**src/rtl/core_pkg.sv**
```systemverilog
// Shared core definitions: special instruction encodings, hazard FSM states
// and the scoreboard slot layout used by the pipeline control logic.
package core_pkg;

  localparam logic [15:0] INST_NOP  = 16'h0800;
  localparam logic [15:0] INST_HALT = 16'h0000;

  typedef enum logic [1:0] {
    ST_RUN,
    ST_SHADOW,
    ST_HALT
  } ctrlState_t;

  typedef struct packed {
    logic       v;
    logic [2:0] regNum;
  } sbSlot_t;

  // True when a valid in-flight destination matches a source actually read in ID.
  function automatic logic slotHit(input sbSlot_t slot,
                                   input logic [2:0] rs, input logic usesRs,
                                   input logic [2:0] rt, input logic usesRt);
    return slot.v & ((usesRs & (slot.regNum == rs)) | (usesRt & (slot.regNum == rt)));
  endfunction

endpackage

```
**src/rtl/hazard_scoreboard.sv**
```systemverilog
// Three-slot (EX, MEM, WB) record of in-flight register writes and the
// read-after-write match against the instruction currently in ID.
module hazard_scoreboard
  import core_pkg::*;
#(
  parameter int CHECK_WB = 1
) (
  input  logic       clk,
  input  logic       rst_n,
  input  logic       freeze,
  input  logic       issue,
  input  logic [2:0] wrReg,
  input  logic       idNop,
  input  logic [2:0] rs,
  input  logic       usesRs,
  input  logic [2:0] rt,
  input  logic       usesRt,
  output logic       raw
);

  sbSlot_t    slotReg [3];
  logic [2:0] hit;

  always_ff @(posedge clk or negedge rst_n) begin
    if (!rst_n) begin
      slotReg[0] <= '0;
      slotReg[1] <= '0;
      slotReg[2] <= '0;
    end else if (!freeze) begin
      slotReg[0] <= '{v: issue, regNum: wrReg};
      slotReg[1] <= slotReg[0];
      slotReg[2] <= slotReg[1];
    end
  end

  // Slot 2 is WB; it only blocks when the register file lacks write-through.
  for (genvar gi = 0; gi < 3; gi++) begin : gHit
    if (gi == 2 && CHECK_WB == 0) begin : gOff
      assign hit[gi] = 1'b0;
    end else begin : gOn
      assign hit[gi] = slotHit(slotReg[gi], rs, usesRs, rt, usesRt);
    end
  end

  assign raw = ~idNop & (|hit);

endmodule

```
**src/rtl/hazard_ctrl.sv**
```systemverilog
// Pipeline hazard/stall controller: RAW stalls, control-transfer shadow
// flushes, memory freezes, sticky HALT and a saturating stall counter.
module hazard_ctrl
  import core_pkg::*;
#(
  parameter int BR_SHADOW = 2,
  parameter int CHECK_WB  = 1,
  parameter int CNT_W     = 16
) (
  input  logic             clk,
  input  logic             rst_n,
  input  logic [15:0]      id_inst,
  input  logic             id_valid,
  input  logic [2:0]       id_rs,
  input  logic [2:0]       id_rt,
  input  logic             id_uses_rs,
  input  logic             id_uses_rt,
  input  logic             id_wr_en,
  input  logic [2:0]       id_wr_reg,
  input  logic             id_ctrl_xfer,
  input  logic             mem_busy,
  output logic             pc_hold,
  output logic             if_id_hold,
  output logic             if_id_flush,
  output logic             id_ex_bubble,
  output logic             halted,
  output logic [CNT_W-1:0] stall_cnt
);

  localparam logic [2:0] SHD_INIT = 3'(BR_SHADOW);

  ctrlState_t       stateReg, stateNext;
  logic [2:0]       shdCntReg, shdCntNext;
  logic             haltedReg, haltedNext;
  logic [CNT_W-1:0] stallCntReg;

  logic idNop, isHalt, issue, raw;

  assign idNop  = (id_inst == INST_NOP) | ~id_valid;
  assign isHalt = id_valid & (id_inst == INST_HALT);
  assign issue  = id_valid & id_wr_en & ~id_ex_bubble;

  hazard_scoreboard #(
    .CHECK_WB(CHECK_WB)
  ) uScoreboard (
    .clk    (clk),
    .rst_n  (rst_n),
    .freeze (mem_busy),
    .issue  (issue),
    .wrReg  (id_wr_reg),
    .idNop  (idNop),
    .rs     (id_rs),
    .usesRs (id_uses_rs),
    .rt     (id_rt),
    .usesRt (id_uses_rt),
    .raw    (raw)
  );

  always_ff @(posedge clk or negedge rst_n) begin
    if (!rst_n) begin
      stateReg  <= ST_RUN;
      shdCntReg <= '0;
      haltedReg <= 1'b0;
    end else begin
      stateReg  <= stateNext;
      shdCntReg <= shdCntNext;
      haltedReg <= haltedNext;
    end
  end

  always_comb begin
    stateNext    = stateReg;
    shdCntNext   = shdCntReg;
    haltedNext   = haltedReg;
    pc_hold      = 1'b0;
    if_id_hold   = 1'b0;
    if_id_flush  = 1'b0;
    id_ex_bubble = 1'b0;
    if (mem_busy) begin
      pc_hold    = 1'b1;
      if_id_hold = 1'b1;
    end else begin
      case (stateReg)
        ST_HALT: begin
          pc_hold      = 1'b1;
          if_id_hold   = 1'b1;
          id_ex_bubble = 1'b1;
        end
        ST_SHADOW: begin
          if_id_flush = 1'b1;
          shdCntNext  = shdCntReg - 3'd1;
          if (shdCntReg <= 3'd1) begin
            stateNext  = ST_RUN;
            shdCntNext = 3'd0;
          end
        end
        ST_RUN: begin
          if (raw) begin
            pc_hold      = 1'b1;
            if_id_hold   = 1'b1;
            id_ex_bubble = 1'b1;
          end else if (id_ctrl_xfer & ~idNop) begin
            // The transfer itself proceeds; flushing starts on the next cycle.
            stateNext  = ST_SHADOW;
            shdCntNext = SHD_INIT;
          end else if (isHalt) begin
            stateNext  = ST_HALT;
            haltedNext = 1'b1;
          end
        end
        default: stateNext = ST_RUN;
      endcase
    end
  end

  always_ff @(posedge clk or negedge rst_n) begin
    if (!rst_n) begin
      stallCntReg <= '0;
    end else if (pc_hold && (stallCntReg != {CNT_W{1'b1}})) begin
      stallCntReg <= stallCntReg + CNT_W'(1);
    end
  end

  assign halted    = haltedReg;
  assign stall_cnt = stallCntReg;

endmodule

```
**config.mk**
```make
export PLATFORM = sky130hd
export DESIGN_NAME = hazard_ctrl
export DESIGN_NICKNAME = d
export VERILOG_FILES = /design/src/rtl/core_pkg.sv /design/src/rtl/hazard_scoreboard.sv /design/src/rtl/hazard_ctrl.sv
export SDC_FILE = /design/constraint.sdc
export NUM_CORES = 1
export LEC_CHECK = 0
export BUFFER_PORTS_ARGS = -buffer_cell sky130_fd_sc_hd__buf_2
export CAP_MARGIN = 20
export CELL_PAD_IN_SITES_DETAIL_PLACEMENT = 1
export CELL_PAD_IN_SITES_GLOBAL_PLACEMENT = 1
export CORE_MARGIN = 5
export CORE_UTILIZATION = 39
export DETAILED_ROUTE_END_ITERATION = 10
export MAX_ROUTING_LAYER = met4
export PLACE_DENSITY = 0.82
export SLEW_MARGIN = 10
export SYNTH_ARGS = -nofsm -noshare
export SYNTH_HDL_FRONTEND = slang
export SYNTH_HIERARCHICAL = 1
export SYNTH_SLANG_ARGS = --single-unit
export TNS_END_PERCENT = 50
```
**constraint.sdc**
```tcl
create_clock -name clk -period 3.1 [get_ports clk]
set_clock_uncertainty 0.2 [all_clocks]
set_input_delay 0.31 -clock clk [delete_from_list [all_inputs] [get_ports clk]]
set_output_delay 0.31 -clock clk [all_outputs]
set_load 0.005 [all_outputs]
```
After elaboration in Yosys (flattened, before gate mapping)
Cells that the tools add are included.
{"block": "totals", "ff_bits": 34, "latch_bits": 0, "rom_bits": 0, "elab_cells": 75, "in_bits": 33, "ram_bits": 0, "memories": 0, "out_inout_bits": 21}
{"block": "op_classes", "order_cmp": 1, "div": 0, "mul": 0, "n_reduce_logical": 8, "add_sub_neg": 2, "shifts": 0, "eq_ne": 14, "mux": 15, "bitwise_logic": 25}
{"operator": "$eq A3 B3 Y1", "count": 6}
{"operator": "$add A16 B1 Y16 const B", "count": 1}
{"operator": "$eq A16 B12 Y1 const B", "count": 1}
{"operator": "$logic_not A16 Y1", "count": 1}
{"operator": "$ne A16 B16 Y1 const B", "count": 1}
{"operator": "$and A1 B1 Y1", "count": 14}
{"operator": "$reduce_and A5 Y1", "count": 2}
{"operator": "$mux W3", "count": 3}
{"operator": "$mux W2", "count": 4}
{"operator": "$not A1 Y1", "count": 7}
{"operator": "$ne A2 B2 Y1 const B", "count": 3}
{"operator": "$pmux W2 S3", "count": 1}
{"operator": "$pmux W3 S2", "count": 1}
{"operator": "$mux W1", "count": 5}
{"operator": "$or A1 B1 Y1", "count": 4}
{"operator": "$reduce_and A4 Y1", "count": 1}
{"operator": "$le A3 B1 Y1 const B", "count": 1}
{"operator": "$ne A3 B3 Y1 const B", "count": 1}
{"operator": "$reduce_or A3 Y1", "count": 1}
{"operator": "$sub A3 B1 Y3 const B", "count": 1}
{"operator": "$eq A2 B1 Y1 const B", "count": 1}
{"operator": "$eq A2 B2 Y1 const B", "count": 1}
{"operator": "$logic_not A2 Y1", "count": 1}
{"operator": "$pmux W1 S2", "count": 1}
{"operator": "other kinds (2)", "count": 2}

Depth between registers and ports, before layout
Gate-level depths: netlist of the first run.
{"block": "logic_depth", "depth_word": 11, "depth_mapped": 9}

Hierarchy
The synthesis of the first run kept the hierarchy.
{"mod": "hazard_ctrl", "cells_per_inst": 123, "n_inst": 1, "area_per_inst_um2": 1241.2}
{"mod": "hazard_scoreboard", "cells_per_inst": 55, "n_inst": 1, "area_per_inst_um2": 664.4}

Worst setup path after synthesis of the first run
Ideal clock, no wire load.
{"block": "synth_timing", "path_kind": "input port to output port", "startpoint": "input id_inst[8]", "endpoint": "output pc_hold", "cell_stages": 8, "t_required_ps": 2590, "slack_ps": 788, "path_buffers": 1, "arrival_ps": 1802, "cell_sequence": "nor4_1 and4_1 nand2b_1 a31oi_1 o21ba_2 nor2_1 inv_1 buf_4"}
{"block": "synth_between", "elab_chain_cells": 7}
{"element": "start, declared", "line_no": "hazard_ctrl.sv:12", "text": "input logic [15:0] id_inst,"}
{"element": "$eq A16 B12 Y1", "line_no": "hazard_ctrl.sv:39", "text": "assign idNop = (id_inst == INST_NOP) | ~id_valid;"}
{"element": "$or A1 B1 Y1", "line_no": "hazard_ctrl.sv:39"}
{"element": "named net idNop", "line_no": "hazard_ctrl.sv:37", "text": "logic idNop, isHalt, issue, raw;"}
{"element": "$not A1 Y1", "line_no": "hazard_scoreboard.sv:45", "text": "assign raw = ~idNop & (|hit);"}
{"element": "$and A1 B1 Y1", "line_no": "hazard_scoreboard.sv:45"}
{"element": "named net raw", "line_no": "hazard_ctrl.sv:37"}
{"element": "$mux W1"}
{"element": "$pmux W1 S2"}
{"element": "$mux W1"}
{"element": "end, declared", "line_no": "hazard_ctrl.sv:22", "text": "output logic pc_hold,"}
The timed path passes the listed nets, and every way through them passes these cells.

Final worst setup path of the first run
{"block": "layout_timing", "startpoint": "register uScoreboard/slotReg[10] (netlist name)", "endpoint": "output pc_hold"}
{"block": "layout_between", "elab_chain_cells": 9, "elab_cells_between_ends": 11}
{"element": "start, declared", "line_no": "hazard_scoreboard.sv:21", "text": "sbSlot_t slotReg [3];"}
{"element": "$eq A3 B3 Y1", "line_no": "core_pkg.sv:23", "text": "return slot.v & ((usesRs & (slot.regNum == rs)) | (usesRt & (slot.regNum == rt)));"}
{"element": "$and A1 B1 Y1", "line_no": "core_pkg.sv:23"}
{"element": "$or A1 B1 Y1 *", "line_no": "core_pkg.sv:23"}
{"element": "$and A1 B1 Y1 *", "line_no": "core_pkg.sv:23"}
{"element": "$reduce_or A3 Y1 *", "line_no": "hazard_scoreboard.sv:45"}
{"element": "$and A1 B1 Y1 *", "line_no": "hazard_scoreboard.sv:45"}
{"element": "named net raw", "line_no": "hazard_ctrl.sv:37"}
{"element": "$mux W1 *", "line_no": "hazard_ctrl.sv:98", "text": "if (raw) begin"}
{"element": "$pmux W1 S2 *", "line_no": "hazard_ctrl.sv:83", "text": "case (stateReg)"}
{"element": "$mux W1 *", "line_no": "hazard_ctrl.sv:79", "text": "if (mem_busy) begin"}
The timed path passes the listed nets; every way through them passes the cells marked *.

==> results of run 1 <==
## Yosys cell counts, types with 3 or more instances
library cell and n:
dfrtp_1 34, xor2_1 30, mux2_2 15, nor4_1 12, inv_1 10, nor3_1 10
nor2_1 9, nand2_1 7, nand3_1 5, nand4_1 5, nand2b_1 4, ha_1 3
o21ai_1 3
## metrics by stage
stage / utilization / hold slack (ns)
CTS: 0.497 / 0.0488
global placement: 0.475 / 0.232
global route: 0.497 / 0.0501
detailed placement: 0.475 / 0.237
finish: 0.497 / 0.0561
floorplan: - / -0.186
## where the power goes
group	switching [mW]	internal [mW]	total [mW]	leakage (nW)
registers	0.144	0.544	0.688	0.421
logic	0.224	0.217	0.441	0.662
clock network	0.174	0.179	0.352	0.0472
## cell families after synthesis
logic type	synth area share
muxes	0.0886
and+or+nand+nor	0.207
buffers and inverters	0.0263
DFF	0.446
AOI/OAI and AO/OA	0.0696
adders and majority gates	0.0197
xor gates and xnor gates	0.142
## final cells by class
cell class / count / area [um2] / share of cell area
clock inverter: 2 / 12.5 / 0.00533
inverter: 10 / 37.5 / 0.0160
clock buffer: 6 / 82.6 / 0.0352
tap: 67 / 83.8 / 0.0357
multi-input combinational: 132 / 1000 / 0.428
sequential: 34 / 851 / 0.362
timing repair buffer: 54 / 275 / 0.117
## worst max-delay path, stage by stage, from the launching register on
cell and delay (ns):
dfrtp_1 0.45, xor2_1 0.19, nor4_1 0.08, o21ai_0 0.18, a31oi_1 0.14, o21ba_2 0.25
nor2_1 0.40, inv_1 0.17, buf_2 0.17
## worst max-delay path by stage
stage	from	endpoint	slack, ns	cells past startpoint
2_1_floorplan	id_inst[8]	pc_hold	0.79	8
3_3_place_gp	id_inst[3]	pc_hold	0.49	9
3_5_place_dp	id_inst[8]	pc_hold	0.40	9
4_1_cts	uScoreboard/slotReg[10]	pc_hold	0.28	8
5_1_grt	uScoreboard/slotReg[8]	pc_hold	0.01	8
6_report	uScoreboard/slotReg[10]	pc_hold	0.28	8
## repair_timing
action / CTS / global route
hold buffers: 1 / 0
endpoints found under the setup margin: 0 / 0
hold endpoints to repair: 34 / 0
setup buffers: 0 / 0
## metal layers
layer	track usage	vias up	routed length, um
met5	-	-	0
met4	0.0743	0	119
met3	0.0406	12	171
met2	0.288	35	2590
met1	0.206	774	2060
li1	-	753	-
## sequential cells by signal, summed over array words and instances (netlist names)
signal               count
uScoreboard/slotReg     12
stateReg                 2
shdCntReg                3
halted                   1
stall_cnt               16
==> flow_summary.toml, run 1 <==
[power]
power.total_mw = 1.48
vdd_ir_drop_max_uv = 245
pwr_density_cell_nw_per_um2 = 631
p_leak_nw = 1.13

[place]
gpl.final_weighted_congestion = 0.791
port_buffers = 53
hpwl_um = 3880
dp.cells = 296
pre_cts_slack_ns = 0.400
dpl_cell_area_um2 = 2240

[final_layout]
final_cell_area_um2 = 2350
layout_common_cells = "buf_2 (53), dfrtp_1 (34), xor2_1 (30), mux2_2 (15), nor4_1 (12)"
antenna_cells = 0
layout_commonest_cell = "buf_2"
nets = 273
fin_cells = 305
drive_above_1_share = 0.349
fillers = 553
area_growth_pct = 23.2

[setup_path]
crit_fanout = 7
critPathLaunchType = "flip-flop"
required_ns = 2.59
rrSetupSlack_ns = 0.41
r2r_cells = 8
timing.rr.start = "uScoreboard/slotReg[10]"
endpoint_kind = "output port"
rr_endpoint = "stall_cnt[14]"
critPathArrivalTime_ns = 2.31
criticalPathCategory = "reg -> out"

[die]
die_y_um = 79.9
num_rows = 25
io_pins = 54
die_w_um = 79.9
initial_utilization = 0.403
coreArea_um2 = 4720
dieArea_um2 = 6380

[cts]
cts_resized = 0
clk_latency_ns = 0.29
tritoncts = "done"
numCtsBuffers = 5
numClockSinks = 34
clk_path_buf_depth = 2
h-tree-depth = 2
clock_tree.root_cell = "clkbuf_8"
clkTransAtPathRegs_ns = 0.07

[yosys]
synth_area_per_cell_um2 = 10.7
ys_warn_count = 6
synthCells = 178
synth-seq-area-share = 0.446
netlist.area_leader.share = 0.446
yosys_register_bits = 34
netlist.top_cell.by_area = "dfrtp_1"
async_reset_ff_frac = 1.00
syn_area_um2 = 1910
syn_nets = 214
synth_cell_types = 40
ys_top_cells_by_area = "dfrtp_1 (45%), xor2_1 (14%), mux2_2 (8.9%)"
ys.flop_type = "dfrtp_1"
synth_edf_count = 0

[run_status]
status = "completed"

[sta]
hold_viol = 0
setup_tns_ns = 0
finalSetupViolCount = 0
finalCriticalPeriod_ns = 2.82
layout_setup_ws_ns = 0.278
slew_headroom = 0.493
rsz0062_at_grt = "false"
worstMarginPinSlew_ns = 0.761
drv_slew = 0
period_share = 0.910
clock.fmax_mhz = 354

[hold_path]
min_from = "id_wr_reg[1]"
worstHoldEndpoint = "uScoreboard/slotReg[9]"
hold_depth = 2
min_path_type = "in -> reg"

[grt]
grt_pass1_vias = 1754
grt_pass1_wl_um = 8410
grt_overflow = 0
grt_antenna_before_repair = 0
grt_start_max_net_pins = 35
grtUsageTotal = 0.175

[drt]
avgViaCountPerCell = 5.16
antenna_left = 0
wire_per_inst_um = 16.2
drc = 0
num_vias = 1574
finalWirelength_um = 4950
drt_pass1_iterations = 4
drt_iter0_markers = 50

[job]
max-cap-violations = 0
Note: power is estimated with default switching activity, not from simulation.
==> run 2: changes to the inputs <==
Settings changed: CORE_UTILIZATION 39 to 42, PLACE_DENSITY 0.82 to 0.87.
Clock period 3.1 ns to 3.5 ns, I/O delays scaled along.
==> run 2 against run 1 <==
  * Global-route usage increased by 0.13 points
  * Highest routed layer unchanged
  * First-iteration DRC count increased by 18%
  * Register-to-register slack improved by 0.48 ns
  * Setup slack improved by 0.34 ns
  * Critical path depth unchanged
  * Worst hold slack improved by 0.035 ns
  * Total power decreased by 11%
  * Sequential power decreased by 11%
  * Largest power group unchanged
  * Critical path type unchanged
==> flow_summary.toml, run 2 (same netlist as run 1, synthesis figures left out) <==
[grt]
grt_pass1_wl_um = 8310
grt_start_max_net_pins = 35
grt_overflow = 0
grt_pass1_vias = 1788
grtUsageTotal = 0.177
grt_antenna_before_repair = 0

[final_layout]
fin_cells = 290
largest_reg_flops = 16
layout_commonest_cell = "buf_2"
drive_above_1_share = 0.345
layout_common_cells = "buf_2 (53), dfrtp_1 (34), xor2_1 (30), mux2_2 (15), nor4_1 (12)"
area_growth_pct = 22.0
nets = 273
antenna_cells = 0

[cts]
tritoncts = "done"
clk_latency_ns = 0.29
post_cts_buffers = 0
h-tree-depth = 2
cts_resized = 0
clkTransAtPathRegs_ns = 0.07
cts_hold_buffers = 1
clock_tree.root_cell = "clkbuf_8"
clk_path_buf_depth = 2
numClockSinks = 34
numCtsBuffers = 5

[die]
die_w_um = 77.4
die_y_um = 77.4
num_rows = 24
dieArea_um2 = 5980
initial_utilization = 0.435
io_pins = 54
coreArea_um2 = 4380

[sta]
finalSetupViolCount = 0
worstMarginPinSlew_ns = 0.783
slew_headroom = 0.478
period_share = 0.825
setup_tns_ns = 0
clock.fmax_mhz = 346
rsz0062_at_grt = "false"
drv_slew = 0
finalCriticalPeriod_ns = 2.89
hold_viol = 0
layout_setup_ws_ns = 0.614

[power]
pwr-share-clk = 0.234
p_seq_frac = 0.465
comb_power_share = 0.301
internal_power_mw = 0.835
pwr_density_cell_nw_per_um2 = 565
p_leak_nw = 1.13
power.total_mw = 1.31
switching_share = 0.365
p_sw_mw = 0.479
vdd_ir_drop_max_uv = 226

[place]
dp.cells = 281
gpl.final_weighted_congestion = 0.772
pre_cts_slack_ns = 0.713
hpwl_um = 3830
port_buffers = 53

[setup_path]
crit_family = "compound AO/OA/AOI/OAI gates"
critPathLaunchType = "flip-flop"
critPathArrivalTime_ns = 2.34
critPathMaxStageDelay_ns = 0.43
required_ns = 2.95
criticalPathCategory = "reg -> out"
crit_fanout = 7
r2r_cells = 8
cp_slowest_cell = "dfrtp_1"
crit_cells = 8
endpoint_kind = "output port"
critical_path.cell_chain = "xor2_1 -> nor4_1 -> o21ai_1 -> a31oi_1 -> o21ba_2 -> nor2_1 -> inv_1 -> buf_2"
cp_num_buf_inv = 2

[drt]
drt_pass1_iterations = 4
num_vias = 1601
antenna_left = 0
drc = 0
wire_per_inst_um = 17.3
finalWirelength_um = 5010
drt_iter0_markers = 59
avgViaCountPerCell = 5.52

[hold_path]
hold_depth = 2
min_path_type = "in -> reg"

[run_status]
status = "completed"

[job]
max-cap-violations = 0
[run 2: cell type report]
type,instances,area (um2)
Clock buffer,7,86.3
Inverter,10,37.5
Sequential cell,34,851
Clock inverter,1,5.00
Timing Repair Buffer,54,275
Multi-Input combinational cell,132,1000
Tap cell,52,65.1
Fill cell,515,2060
[run 2: final timing paths]
kind	start	to	slack [ns]
min in group asynchronous	rst_n	uScoreboard/slotReg[6]	0.48
max in group asynchronous	rst_n	stall_cnt[8]	2.13
hold reg to reg	halted	halted	0.28
hold / removal	id_wr_reg[1]	uScoreboard/slotReg[9]	0.09
setup reg to reg	uScoreboard/slotReg[0]	stall_cnt[14]	0.89
setup / recovery	uScoreboard/slotReg[0]	pc_hold	0.61
[run 2: per-layer routing]
layer  GRT usage  vias to the layer above  part of all wire
met3      0.0440                        7             0.038
met2       0.305                       36              0.53
met1       0.199                      800              0.41
li1            -                      758                 -
met5           -                        -                 0
met4      0.0601                        0             0.017
[run 2: through the flow]
step,area [um2],hold WS (ns),util
finish,2320,0.0906,0.530
global route,2320,0.0833,0.530
CTS,2320,0.0847,0.530
detailed placement,2220,0.261,0.507
global placement,2220,0.248,0.507
floorplan,1910,-0.146,-
[run 2: worst register-to-register path: cells and delay by family (launching register included)]
| family | cells | cell delay, ns |
|---|---|---|
| compound gates | 3 | 0.57 |
| mux | 1 | 0.36 |
| simple gates | 3 | 0.74 |
| xor+xnor | 1 | 0.19 |
| flops | 1 | 0.44 |
[run 2: power groups by stage]
stage / sequential (mW) / clock [mW] / combinational (mW)
2_1_floorplan: 0.587 / 0 / 0.252
3_3_place_gp: 0.609 / 0 / 0.371
3_5_place_dp: 0.616 / 0 / 0.395
4_1_cts: 0.611 / 0.313 / 0.404
5_1_grt: 0.628 / 0.329 / 0.438
6_report: 0.611 / 0.307 / 0.396
